--- src/rtl/cla_addsub_pipe_pkg.sv ---
// Shared types and sizing helpers for the pipelined CLA adder/subtractor.
// Holds the width-independent part of a stage payload.
package cla_pkg;

    // Control bits that travel with every beat through the pipe.
    // c is the carry into the lowest block not yet resolved; after the
    // final stage it is the raw carry out of the MSB.
    typedef struct packed {
        logic valid;
        logic sat;
        logic a_msb;
        logic c;
        logic ovf;
    } cla_ctl_t;

    function automatic int num_blocks(input int n, input int blk);
        return n / blk;
    endfunction

    function automatic int blocks_per_stage(
        input int n,
        input int blk,
        input int stages
    );
        return (n / blk) / stages;
    endfunction

endpackage

--- src/rtl/cla_addsub_pipe_if.sv ---
// Operand/result handshake bundle for cla_addsub_pipe.
// master drives operands and out_ready; slave is the adder itself.
interface cla_addsub_pipe_if #(
    parameter int N = 16
);
    logic         in_valid;
    logic         in_ready;
    logic [N-1:0] a;
    logic [N-1:0] b;
    logic         cin;
    logic         sub;
    logic         sat;
    logic         out_valid;
    logic         out_ready;
    logic [N-1:0] sum;
    logic         cout;
    logic         ovf;

    modport master (
        output in_valid, a, b, cin, sub, sat, out_ready,
        input  in_ready, out_valid, sum, cout, ovf
    );

    modport slave (
        input  in_valid, a, b, cin, sub, sat, out_ready,
        output in_ready, out_valid, sum, cout, ovf
    );

endinterface

--- src/rtl/cla_addsub_pipe_blk_gp.sv ---
// Combinational BLK-bit carry-lookahead block.
// Ports: a, b, c_in in; sum, c_out, c_msb_in (carry into block MSB) out.
module cla_blk_gp #(
    parameter int BLK = 4
) (
    input  logic [BLK-1:0] a,
    input  logic [BLK-1:0] b,
    input  logic           c_in,
    output logic [BLK-1:0] sum,
    output logic           c_out,
    output logic           c_msb_in
);

    logic [BLK-1:0] g;
    logic [BLK-1:0] p;
    logic [BLK-1:0] gg;
    logic [BLK-1:0] pp;
    logic [BLK:0]   c;

    always_comb begin
        g = a & b;
        p = a ^ b;
        // gg/pp[i] are group generate/propagate over bits i..0
        gg[0] = g[0];
        pp[0] = p[0];
        for (int i = 1; i < BLK; i++) begin
            gg[i] = g[i] | (p[i] & gg[i-1]);
            pp[i] = p[i] & pp[i-1];
        end
        c[0] = c_in;
        for (int i = 0; i < BLK; i++) begin
            c[i+1] = gg[i] | (pp[i] & c_in);
        end
        sum      = p ^ c[BLK-1:0];
        c_out    = c[BLK];
        c_msb_in = c[BLK-1];
    end

endmodule

--- src/rtl/cla_addsub_pipe.sv ---
// Pipelined carry-lookahead add/subtract with valid/ready and saturation.
// Ports: clk, rst_n (async, active low), bus (slave side of handshake).
module cla_addsub_pipe
    import cla_pkg::*;
#(
    parameter int N      = 16,
    parameter int BLK    = 4,
    parameter int STAGES = 2
) (
    input logic              clk,
    input logic              rst_n,
    cla_addsub_pipe_if.slave bus
);

    localparam int NUM_BLOCKS = num_blocks(N, BLK);
    localparam int BPS        = blocks_per_stage(N, BLK, STAGES);

    localparam logic [N-1:0] SAT_POS = {1'b0, {(N-1){1'b1}}};
    localparam logic [N-1:0] SAT_NEG = {1'b1, {(N-1){1'b0}}};

    // a/b keep the unresolved upper operand bits, s the resolved
    // lower sum bits; each stage fills in its own slice of s.
    typedef struct packed {
        cla_ctl_t     ctl;
        logic [N-1:0] a;
        logic [N-1:0] b;
        logic [N-1:0] s;
    } stage_t;

    stage_t st_i [STAGES];
    stage_t st_d [STAGES];
    stage_t st_q [STAGES];

    logic [BLK-1:0] blk_s  [NUM_BLOCKS];
    logic           blk_co [NUM_BLOCKS];
    logic           blk_cm [NUM_BLOCKS];

    logic out_v;
    logic en;

    assign out_v = st_q[STAGES-1].ctl.valid;
    // One enable for the whole pipe: bubbles are held, never collapsed.
    assign en    = ~out_v | bus.out_ready;

    assign bus.in_ready  = en;
    assign bus.out_valid = out_v;
    assign bus.sum       = st_q[STAGES-1].s;
    assign bus.cout      = st_q[STAGES-1].ctl.c;
    assign bus.ovf       = st_q[STAGES-1].ctl.ovf;

    // Stage inputs: conditioned operands for stage 0, registers after.
    always_comb begin
        st_i[0].ctl.valid = bus.in_valid;
        st_i[0].ctl.sat   = bus.sat;
        st_i[0].ctl.a_msb = bus.a[N-1];
        // subtract is A + ~B + 1, so cin is ignored
        st_i[0].ctl.c     = bus.sub | bus.cin;
        st_i[0].ctl.ovf   = 1'b0;
        st_i[0].a         = bus.a;
        st_i[0].b         = bus.sub ? ~bus.b : bus.b;
        st_i[0].s         = '0;
        for (int k = 1; k < STAGES; k++) begin
            st_i[k] = st_q[k-1];
        end
    end

    for (genvar j = 0; j < NUM_BLOCKS; j++) begin : g_blk
        localparam int K = j / BPS;
        logic           c_in;
        logic           c_out;
        logic           c_msb;
        logic [BLK-1:0] s;

        if (j % BPS == 0) begin : g_head
            assign c_in = st_i[K].ctl.c;
        end else begin : g_chain
            assign c_in = g_blk[j-1].c_out;
        end

        cla_blk_gp #(
            .BLK(BLK)
        ) u_blk (
            .a       (st_i[K].a[j*BLK +: BLK]),
            .b       (st_i[K].b[j*BLK +: BLK]),
            .c_in    (c_in),
            .sum     (s),
            .c_out   (c_out),
            .c_msb_in(c_msb)
        );

        assign blk_s[j]  = s;
        assign blk_co[j] = c_out;
        assign blk_cm[j] = c_msb;
    end

    always_comb begin
        for (int k = 0; k < STAGES; k++) begin
            st_d[k] = st_i[k];
            for (int j = k * BPS; j < (k + 1) * BPS; j++) begin
                st_d[k].s[j*BLK +: BLK] = blk_s[j];
            end
            st_d[k].ctl.c = blk_co[(k+1)*BPS-1];
        end
        st_d[STAGES-1].ctl.ovf = blk_cm[NUM_BLOCKS-1]
                               ^ blk_co[NUM_BLOCKS-1];
        // Overflow means both effective operands share A's sign.
        if (st_d[STAGES-1].ctl.sat && st_d[STAGES-1].ctl.ovf) begin
            st_d[STAGES-1].s = st_d[STAGES-1].ctl.a_msb ? SAT_NEG
                                                        : SAT_POS;
        end
    end

    // Payload only loads with a valid beat; bubbles just clear valid.
    always_ff @(posedge clk or negedge rst_n) begin
        if (!rst_n) begin
            for (int k = 0; k < STAGES; k++) begin
                st_q[k] <= '0;
            end
        end else if (en) begin
            for (int k = 0; k < STAGES; k++) begin
                if (st_d[k].ctl.valid) begin
                    st_q[k] <= st_d[k];
                end else begin
                    st_q[k].ctl.valid <= 1'b0;
                end
            end
        end
    end

endmodule

--- src/flat_wrapper.sv ---
// flat-port wrapper written by rule: the top's interface ports become plain ports
module cla_addsub_pipe_flat import cla_pkg::*;
#(
    parameter int N      = 16,
    parameter int BLK    = 4,
    parameter int STAGES = 2
)
  (clk, rst_n, bus_in_valid, bus_a, bus_b, bus_cin, bus_sub, bus_sat, bus_out_ready, bus_in_ready, bus_out_valid, bus_sum, bus_cout, bus_ovf);
  cla_addsub_pipe_if #(.N(N)) bus_i ();
  input logic clk;
  input logic rst_n;
  input wire logic [$bits(bus_i.in_valid)-1:0] bus_in_valid;
  input wire logic [$bits(bus_i.a)-1:0] bus_a;
  input wire logic [$bits(bus_i.b)-1:0] bus_b;
  input wire logic [$bits(bus_i.cin)-1:0] bus_cin;
  input wire logic [$bits(bus_i.sub)-1:0] bus_sub;
  input wire logic [$bits(bus_i.sat)-1:0] bus_sat;
  input wire logic [$bits(bus_i.out_ready)-1:0] bus_out_ready;
  output wire logic [$bits(bus_i.in_ready)-1:0] bus_in_ready;
  output wire logic [$bits(bus_i.out_valid)-1:0] bus_out_valid;
  output wire logic [$bits(bus_i.sum)-1:0] bus_sum;
  output wire logic [$bits(bus_i.cout)-1:0] bus_cout;
  output wire logic [$bits(bus_i.ovf)-1:0] bus_ovf;
  assign bus_i.in_valid = bus_in_valid;
  assign bus_i.a = bus_a;
  assign bus_i.b = bus_b;
  assign bus_i.cin = bus_cin;
  assign bus_i.sub = bus_sub;
  assign bus_i.sat = bus_sat;
  assign bus_i.out_ready = bus_out_ready;
  assign bus_in_ready = bus_i.in_ready;
  assign bus_out_valid = bus_i.out_valid;
  assign bus_sum = bus_i.sum;
  assign bus_cout = bus_i.cout;
  assign bus_ovf = bus_i.ovf;
  cla_addsub_pipe #(.N(N), .BLK(BLK), .STAGES(STAGES)) u_core (.clk(clk), .rst_n(rst_n), .bus(bus_i));
endmodule
--- config.mk ---
export PLATFORM = sky130hd
export DESIGN_NAME = cla_addsub_pipe_flat
export DESIGN_NICKNAME = d
export VERILOG_FILES = /design/src/rtl/cla_addsub_pipe_pkg.sv /design/src/rtl/cla_addsub_pipe_if.sv /design/src/rtl/cla_addsub_pipe_blk_gp.sv /design/src/rtl/cla_addsub_pipe.sv /design/src/flat_wrapper.sv
export SDC_FILE = /design/constraint.sdc
export NUM_CORES = 1
export LEC_CHECK = 0
export CAP_MARGIN = 20
export CELL_PAD_IN_SITES_DETAIL_PLACEMENT = 1
export CELL_PAD_IN_SITES_GLOBAL_PLACEMENT = 1
export CORE_ASPECT_RATIO = 1.4
export CORE_MARGIN = 2
export CORE_UTILIZATION = 30
export CTS_CLUSTER_DIAMETER = 60
export DETAILED_ROUTE_END_ITERATION = 12
export PLACE_DENSITY = 0.65
export SLEW_MARGIN = 20
export SYNTH_ARGS = -nofsm -noshare
export SYNTH_HDL_FRONTEND = slang
export SYNTH_SLANG_ARGS = --single-unit
--- constraint.sdc ---
create_clock -name clk -period 2.2 [get_ports clk]
set_input_delay 0.44 -clock clk [delete_from_list [all_inputs] [get_ports clk]]
set_output_delay 0.44 -clock clk [all_outputs]
set_load 0.1 [all_outputs]
# Yosys cells after proc, flatten, opt, wreduce, memory -nomap -nowiden

Cells that the tools add are included.

Output and inout bits: 20
Input bits: 39
Register bits after elaboration: 63
Word-level logic and storage cells: 104

Bitwise operators: 85
Mux-type cells: 5
Reduce and logical (&&, ||, !) cells: 3

Operator list:

| operator            | count |
|---|---|
| $mux W16            | 3 |
| $and A1 B1 Y1       | 40 |
| $xor A4 B4 Y4       | 8 |
| $or A1 B1 Y1        | 30 |
| $and A4 B4 Y4       | 4 |
| $not A16 Y16        | 1 |
| $reduce_and A2 Y1   | 2 |
| $mux W1             | 2 |
| $logic_and A1 B1 Y1 | 1 |
| $not A1 Y1          | 1 |
| $xor A1 B1 Y1       | 1 |

# Depth between registers and ports, before layout

Gate-level depths: netlist of run 1.

Depth after elaboration: 13
Mapped depth: 11
Gate-level depth less buffers: 9

# Cells and area by module

From an unflattened synthesis of run 1, not the netlist that was laid out.

Cell total of the unflattened synthesis: 218
Area, all modules: 2,645.0 um2

By module, submodules not included:

| module          | instances | cells each | area an instance (um2) |
|---|---|---|---|
| cla_addsub_pipe | 1         | 146        | 2,024.4 |
| cla_blk_gp      | 4         | 18         | 155.1 |

# Least setup slack after synthesis of run 1

No wires, ideal clock.

Kind: input to register
Start point: in bus_sub
End point: reg u_core.st_q, in the netlist u_core.st_i[4]
Stages on the path: 10
Path slack: -821 ps
Arrival time: 2,896 ps
Buffers on the path: 2
Setup time: 125 ps
Required time: 2,075 ps
Cells stage by stage: buf_2 > buf_1 > xor2_1 > ha_1 > o21a_1 > o211ai_1 > nand2_1 > a21o_1 > fa_1 > mux2_2

Longest elaborated chain between the ends: 10
Elaborated cells between the ends (all ways): 17
Those cells by class: mux (1); bitwise (16)

Ends and longest elaborated chain:

| element                                        | line                                                       | text |
|---|---|---|
| start: declaration                             | flat_wrapper.sv:16                                         | `input wire logic [$bits(bus_i.sub)-1:0] bus_sub;` |
| $mux W16                                       | cla_addsub_pipe.sv:60                                      | `st_i[0].b = bus.sub ? ~bus.b : bus.b;` |
| $xor A4 B4 Y4 or $and A4 B4 Y4 (tied branches) | cla_addsub_pipe_blk_gp.sv:22, cla_addsub_pipe_blk_gp.sv:21 |  |
| $and A1 B1 Y1                                  | cla_addsub_pipe_blk_gp.sv:27                               | `gg[i] = g[i] \| (p[i] & gg[i-1]);` |
| $or A1 B1 Y1                                   | cla_addsub_pipe_blk_gp.sv:27                               |  |
| $and A1 B1 Y1                                  | cla_addsub_pipe_blk_gp.sv:27                               |  |
| $or A1 B1 Y1                                   | cla_addsub_pipe_blk_gp.sv:27                               |  |
| $and A1 B1 Y1                                  | cla_addsub_pipe_blk_gp.sv:27                               |  |
| $or A1 B1 Y1                                   | cla_addsub_pipe_blk_gp.sv:27                               |  |
| $or A1 B1 Y1                                   | cla_addsub_pipe_blk_gp.sv:32                               | `c[i+1] = gg[i] \| (pp[i] & c_in);` |
| $xor A4 B4 Y4 (*)                              | cla_addsub_pipe_blk_gp.sv:34                               | `sum = p ^ c[BLK-1:0];` |
| net u_core.g_blk[1].s[0]                       | cla_addsub_pipe.sv:72                                      | `logic [BLK-1:0] s;` |
| end signal: indexed assignment                 | cla_addsub_pipe.sv:122                                     | `st_q[k] <= st_d[k];` |
| end: declaration                               | cla_addsub_pipe.sv:32                                      | `stage_t st_q [STAGES];` |

The timed path passes the listed nets; every way through them passes the cells marked *.
A chain may end at the register's enable or synchronous reset.

# Worst setup path after layout of run 1

Start point: in bus_b[0]
End point: reg u_core.st_q, in the netlist u_core.st_i[4]

Longest elaborated chain between the ends: 11
Elaborated cells between the ends (all ways): 16
Those cells by class: mux (1); bitwise (15)

Ends and longest elaborated chain:

| element                  | line                         | text |
|---|---|---|
| start: declaration       | flat_wrapper.sv:14           | `input wire logic [$bits(bus_i.b)-1:0] bus_b;` |
| $not A16 Y16             | cla_addsub_pipe.sv:60        |  |
| $mux W16 (*)             | cla_addsub_pipe.sv:60        |  |
| $and A4 B4 Y4            | cla_addsub_pipe_blk_gp.sv:21 | `g = a & b;` |
| $and A1 B1 Y1            | cla_addsub_pipe_blk_gp.sv:27 |  |
| $or A1 B1 Y1             | cla_addsub_pipe_blk_gp.sv:27 |  |
| $and A1 B1 Y1            | cla_addsub_pipe_blk_gp.sv:27 |  |
| $or A1 B1 Y1             | cla_addsub_pipe_blk_gp.sv:27 |  |
| $and A1 B1 Y1            | cla_addsub_pipe_blk_gp.sv:27 |  |
| $or A1 B1 Y1             | cla_addsub_pipe_blk_gp.sv:27 |  |
| $or A1 B1 Y1 (*)         | cla_addsub_pipe_blk_gp.sv:32 |  |
| $xor A4 B4 Y4 (*)        | cla_addsub_pipe_blk_gp.sv:34 |  |
| net u_core.g_blk[1].s[0] | cla_addsub_pipe.sv:72        |  |

Marks and branches as above.

==> summary.txt, run 1 <==
Status - finished, final reports clean
Largest net degree at the start of global routing - 47
Synth Warn # - 0
FMAX - 471 MHz
Design Area, Final - 3670 um2
Die ar. - 9390 um2
Nets - 379
Clk buf depth - 2
EDFF count, synth - 0
CP endpoint kind - flip-flop
Worst-skew pair later-pin latency - 0.29 ns
Crit path max fanout - 2
Compound-Gate Fraction of Synth Area - 0.172
R2r startpoint - u_core.st_d[40]
Distinct cell type count after synthesis - 40
Via count - 2,067
Hold Slack - 0.225 ns
Crit path arrival time - 2.30 ns
Reg clk slew, reported paths - 0.06 ns
Placer Congestion - 0.780
Syn Area/Cell - 11.0 um2
Commonest cells after routing, fill and taps aside - buf_4 (48), dfrtp_1 (45), clkdlybuf4s50_1 (32), nand2_1 (26), o21ai_0 (17)
Slew @ Worst Pin - 0.568 ns
1st-iter DRT viols - 38
Cts-stage hold buffer count - 0
Dpl hpwl - 4.89 mm
Xor/xnor share of the synthesized area - 0.0813
Syn_nets - 294
Die height - 114 um
Final core occ - 0.434
Slew headroom - 0.621
Core region area - 8460 um2
CTS Buf Count - 5
Adder-cell share of the synthesized area - 0.108
Worst reg2reg endpoint - u_core.bus.sum[13]
Critical Path RT - 2.38 ns
CTS Sinks - 46
Final Setup Violations - 0
Drt total wl - 6.24 mm
H-tree depth - 2
Hold WC Path Type - input pin to asynchronous set/reset pin
Total GRT Usage - 0.140
I/O Buffers - 58
Placed Instance Area - 3420 um2
IO Pins - 59
Pwr per Cell Area - 1300 nW/um2
Setup TNS Final - 0 ns
Total congestion overflow - 0
DR WL/cell - 14.6 um
Initial Utilization - 0.306
CTS tree - built
Mux cell area share after synthesis - 0.0571
Number of global-route vias before repair - 2,183
Initial antenna violation count - 0
ANT nets after route - 0
Post-synthesis cell count - 235
Drt first pass iters - 4
Inserted Diodes - 0
Cells after DPL - 412
Async set-reset flop share out of synthesis - 1.00
DRC - 0
Startpoint Class - input pin
Row count - 40
DIE WIDTH - 82.5 um
Setup CP Type - input pin to flip-flop
Largest family of logic cells by synthesized area - compound AO/OA/AOI/OAI gates
Root Buffer Master - clkbuf_16
Top_reg_cell synth - dfrtp_1
FF-to-FF path depth - 6
Synth Cell Area - 2580 um2
Area occupied by multi-input gates - 1390 um2
Vias per inst - 4.85
Fin crit period - 2.12 ns
Max-slew violations - 0
Fillers - 948
Layout cells sized above 1 - 0.277
Non-filler cells, final - 426
Unrepaired setup endpoints after global routing - true
Sequential share of the synthesized area - 0.445
Setup Skew - 0.00566 ns
Max IR drop VDD - 733 uV
First-pass GRT wire length - 10.1 mm
Simple-gate share of the synthesized area - 0.0978
Seq. cell area - 1150 um2
Fin crit share - 0.966
Commonest non-fill, non-tap cell in the layout - buf_4
Max-cap violations - 0
Synthesized flop and latch total - 46
Reg-to-reg setup timing slack - 0.09 ns
Final Hold Viols - 0
Layout area overhead - 42.0%
Leak pwr - 1.65 nW
## what timing repair did
action                     4_1_cts  5_1_grt
gates cloned                     0        0
resized for setup               17        4
setup endpoints to repair       20       19
pin swaps                        8        5
setup buffers                    6        1
## worst max-delay path, cell delays in order
cell and delay (ns):
buf_2 0.11, xor2_2 0.17, ha_1 0.27, o21a_1 0.12, o211ai_1 0.21, nand2_1 0.11, a21o_1 0.18, fa_2 0.40
mux2_4 0.27
## cell usage after synthesis (3+ instances only)
master | count | share of area
xnor2_1 | 14 | 0.047
mux2_2 | 11 | 0.048
nand3_1 | 5 | 0.0097
and3_1 | 4 | 0.0097
clkbuf_1 | 6 | 0.0087
fa_1 | 4 | 0.031
buf_6 | 3 | 0.013
xor2_1 | 10 | 0.034
dfrtp_1 | 46 | 0.45
a221o_1 | 15 | 0.058
inv_1 | 8 | 0.012
nor2_1 | 5 | 0.0073
nand2_1 | 26 | 0.038
nand2b_1 | 3 | 0.0073
a21oi_1 | 9 | 0.017
o21ai_0 | 18 | 0.035
nand4_1 | 4 | 0.0097
ha_1 | 16 | 0.077
## worst max path at each step
| stage | start | end | slack [ns] | cells past startpoint |
|---|---|---|---|---|
| final | bus_b[0] | u_core.st_i[4] | 0.08 | 9 |
| after global routing | bus_b[0] | u_core.st_i[4] | -0.01 | 9 |
| after CTS | bus_sub | u_core.st_i[4] | -0.07 | 10 |
| after detailed placement | bus_sub | u_core.st_i[4] | -0.78 | 10 |
| after global placement | bus_sub | u_core.st_i[4] | -0.63 | 10 |
| after floorplan | bus_sub | u_core.st_i[4] | -0.31 | 10 |
## state kept, by name, indices dropped and copies added (netlist names)
signal                flops
u_core.bus.cout           1
u_core.bus.sum           16
u_core.bus.out_valid      1
u_core.st_i               8
u_core.st_d              18
u_core.g_blk.c_in         1
u_core.bus.ovf            1
## layout make-up
class | count | area share
inverters | 8 | 0.00818
repair buffers | 90 | 0.220
well taps | 105 | 0.0358
flip-flops and latches | 46 | 0.314
clock inverters | 1 | 0.00239
clock buffers | 7 | 0.0416
multi-input cells | 169 | 0.378
## power breakdown
part | leakage [nW] | internal [mW] | switching (mW) | total [mW]
sequential | 0.556 | 1.12 | 0.191 | 1.31
combinational | 1.01 | 0.838 | 1.81 | 2.65
clock | 0.0801 | 0.485 | 0.311 | 0.796
## kinds of logic (layout without fill, tap and decap cells)
kind of cell	after synthesis	after routing
adder cells (fa/ha/maj)	20	20
buffers and inverters	20	106
flip-flops	46	46
multiplexers	13	13
XOR/XNOR	24	24
AND/OR/NAND/NOR	54	54
AO/OA/AOI/OAI	58	58
## through the flow
stage               power (mW)  setup slack (ns)
floorplan                 3.26            -0.308
global placement          3.88            -0.632
detailed placement        3.93            -0.780
CTS                       4.79           -0.0718
global route              5.01           -0.0129
finish                    4.76            0.0750
## routing by layer
metal	vias to the layer above	GRT usage	wire length, um
met5	-	0	0
met4	0	0.0500	99
met3	6	0.0245	198
met2	38	0.253	3460
met1	1010	0.161	2480
li1	1013	-	-
Power figures use the tool's default switching activity.
==> inputs of run 2 (changes only) <==
CAP_MARGIN = 0   (was 20)
==> results of run 2 <==
Final layout, timing and power as in run 1 (identical DEF).
==> inputs of run 3 (changes only) <==
clock period = 1.9 ns   (was 2.2 ns; I/O delays follow)
==> run 3 against run 2 <==
Compared with the run above:
- the flow now finishes with violations (negative hold slack, negative setup slack)
- die area did not move
- final cell count grew 5.6%
- global-route usage rose by 3.3 points
- non-clock buffer count up 23
- cell area rose by 18%
- first-iteration DRC count is 92% higher
- combinational power is 47% higher
- routed wire length increased by 19%
- largest power group unchanged
==> summary.txt, run 3 (same netlist as run 1, synthesis figures left out) <==
Hold WC Path Type - input pin to asynchronous set/reset pin
Cells after DPL - 424 (+2.9%)
Layout area overhead - 67.7%
Final Hold Viols - 8 (+8)
Core region area - 8460 um2 (unchanged)
Number of global-route vias before repair - 2,512 (+15%)
Root Buffer Master - clkbuf_16
Worst-skew pair later-pin latency - 0.30 ns (about the same)
Cts-stage hold buffer count - 0 (unchanged)
Inserted Diodes - 0 (unchanged)
H-tree depth - 2 (unchanged)
Vias per inst - 4.99 (+2.9%)
Total congestion overflow - 0 (unchanged)
Drt first pass iters - 4 (unchanged)
Nets - 403 (+6.3%)
Initial Utilization - 0.306 (unchanged)
Initial antenna violation count - 0 (unchanged)
Fillers - 892 (-5.9%)
Max IR drop VDD - 1160 uV (+58%)
ANT nets after route - 0 (unchanged)
Via count - 2,247 (+8.7%)
Crit path max fanout - 2 (unchanged)
Hold Slack - -0.00412 ns (-0.229 ns)
Slew @ Worst Pin - 0.387 ns (-0.181 ns)
FMAX - 472 MHz
Commonest cells after routing, fill and taps aside - buf_4 (45), dfrtp_1 (45), clkdlybuf4s50_1 (28), nand2_1 (24), buf_12 (22)
Placer Congestion - 0.808 (+3.6%)
Area occupied by multi-input gates - 1570 um2 (+13%)
Setup CP Type - input pin to flip-flop
Slew headroom - 0.742 (+0.121)
Die height - 114 um (unchanged)
Die ar. - 9390 um2 (unchanged)
Non-filler cells, final - 450 (+5.6%)
Layout cells sized above 1 - 0.371 (+0.0938)
Crit path arrival time - 2.30 ns (about the same)
Clk buf depth - 2 (unchanged)
Unrepaired setup endpoints after global routing - true
CP endpoint kind - flip-flop
Reg clk slew, reported paths - 0.06 ns (about the same)
Seq. cell area - 1150 um2 (+0.22%)
Row count - 40 (unchanged)
Max-cap violations - 0 (unchanged)
Final core occ - 0.512 (+0.0784)
Dpl hpwl - 5.57 mm (+14%)
CTS Sinks - 46 (unchanged)
IO Pins - 59 (unchanged)
I/O Buffers - 58 (unchanged)
1st-iter DRT viols - 73 (+92%)
Largest net degree at the start of global routing - 22 (-53%)
Max FFs per register - 18 (unchanged)
Post-place setup slack - -0.974 ns (-0.194 ns)
First-pass GRT wire length - 12.3 mm (+22%)
Setup Skew - 0.00619 ns (+0.000522 ns)
DRC - 0 (unchanged)
CTS tree - built
Final Power - 6.69 mW (+41%)
Fin crit share - 1.11
DR WL/cell - 16.6 um (+13%)
Leak pwr - 1.92 nW (+16%)
Final Setup Violations - 19 (+19)
Total GRT Usage - 0.173 (+0.0327)
CTS Buf Count - 5 (unchanged)
Status - finished, violations left
DIE WIDTH - 82.5 um (unchanged)
Final worst setup slack - -0.217 ns (-0.292 ns)
Max-slew violations - 0 (unchanged)
Pwr per Cell Area - 1540 nW/um2 (+19%)
Fin crit period - 2.12 ns
Failing checks - negative hold slack, negative setup slack
Startpoint Class - input pin
Drt total wl - 7.45 mm (+19%)
Critical Path RT - 2.08 ns (-0.30 ns)
## run 3: cell count changes in the layout (fill, tap and decap cells not counted), moves of 3 or more
cell | before | now
ha_4 | 1 | 6
clkdlybuf4s50_1 | 32 | 28
o21ai_0 | 17 | 13
ha_1 | 14 | 10
o21ai_1 | 1 | 5
xor2_1 | 9 | 6
buf_6 | 1 | 8
buf_12 | 4 | 22
buf_4 | 48 | 45
## run 3: per-stage QoR
stage	hold slack (ns)	TNS (ns)	area (um2)
final	-0.00412	-2.16	4330
after global routing	0.0234	-3.45	4330
after CTS	0.00821	-2.61	4170
after detailed placement	0.327	-13.42	3800
after global placement	0.319	-12.09	3800
after floorplan	0.0844	-2.87	2700
## run 3: timing repair
| action | in CTS | in global routing |
|---|---|---|
| gates resized for setup | 35 | 25 |
| setup buffers | 15 | 8 |
| pin swaps | 24 | 28 |
| setup endpoints to repair | 24 | 24 |
| cloned | 1 | 0 |
## run 3: worst paths after layout
path                                  from                 end  slack, ns  depth (start not counted)
setup / recovery                  bus_b[0]      u_core.st_i[4]      -0.22                          9
hold / removal                       rst_n     u_core.st_d[45]     -0.004                          1
setup reg to reg           u_core.st_d[43]  u_core.bus.sum[12]      -0.17                          5
hold reg to reg             u_core.st_i[2]      u_core.st_i[2]       0.50                          2
max in group asynchronous            rst_n  u_core.bus.sum[12]       1.40                          2
min in group clk            u_core.st_i[2]      u_core.st_i[2]       0.50                          2
## run 3: final cells by class
class,count,share of cell area
multi-input combinational,170,0.361
clock inverter,2,0.0139
inverter,8,0.00693
tap,105,0.0303
timing repair buffer,113,0.289
clock buffer,6,0.0320
sequential,46,0.266
## run 3: critical path, stage by stage
cell      delay [ns]
buf_8           0.10
xor2_4          0.17
ha_1            0.26
o21a_1          0.13
o211ai_1        0.24
nand2_1         0.12
a21o_1          0.19
fa_2            0.43
mux2_4          0.27
## run 3: power breakdown
| part | switching, mW | internal [mW] |
|---|---|---|
| clock network | 0.385 | 0.790 |
| logic | 2.24 | 1.65 |
| registers | 0.328 | 1.30 |
| total | 2.95 | 3.74 |
## run 3: per-layer routing
layer	track usage	part of all wire
met1	0.181	0.36
met2	0.328	0.59
met3	0.0237	0.024
met4	0.0767	0.026
met5	0	0
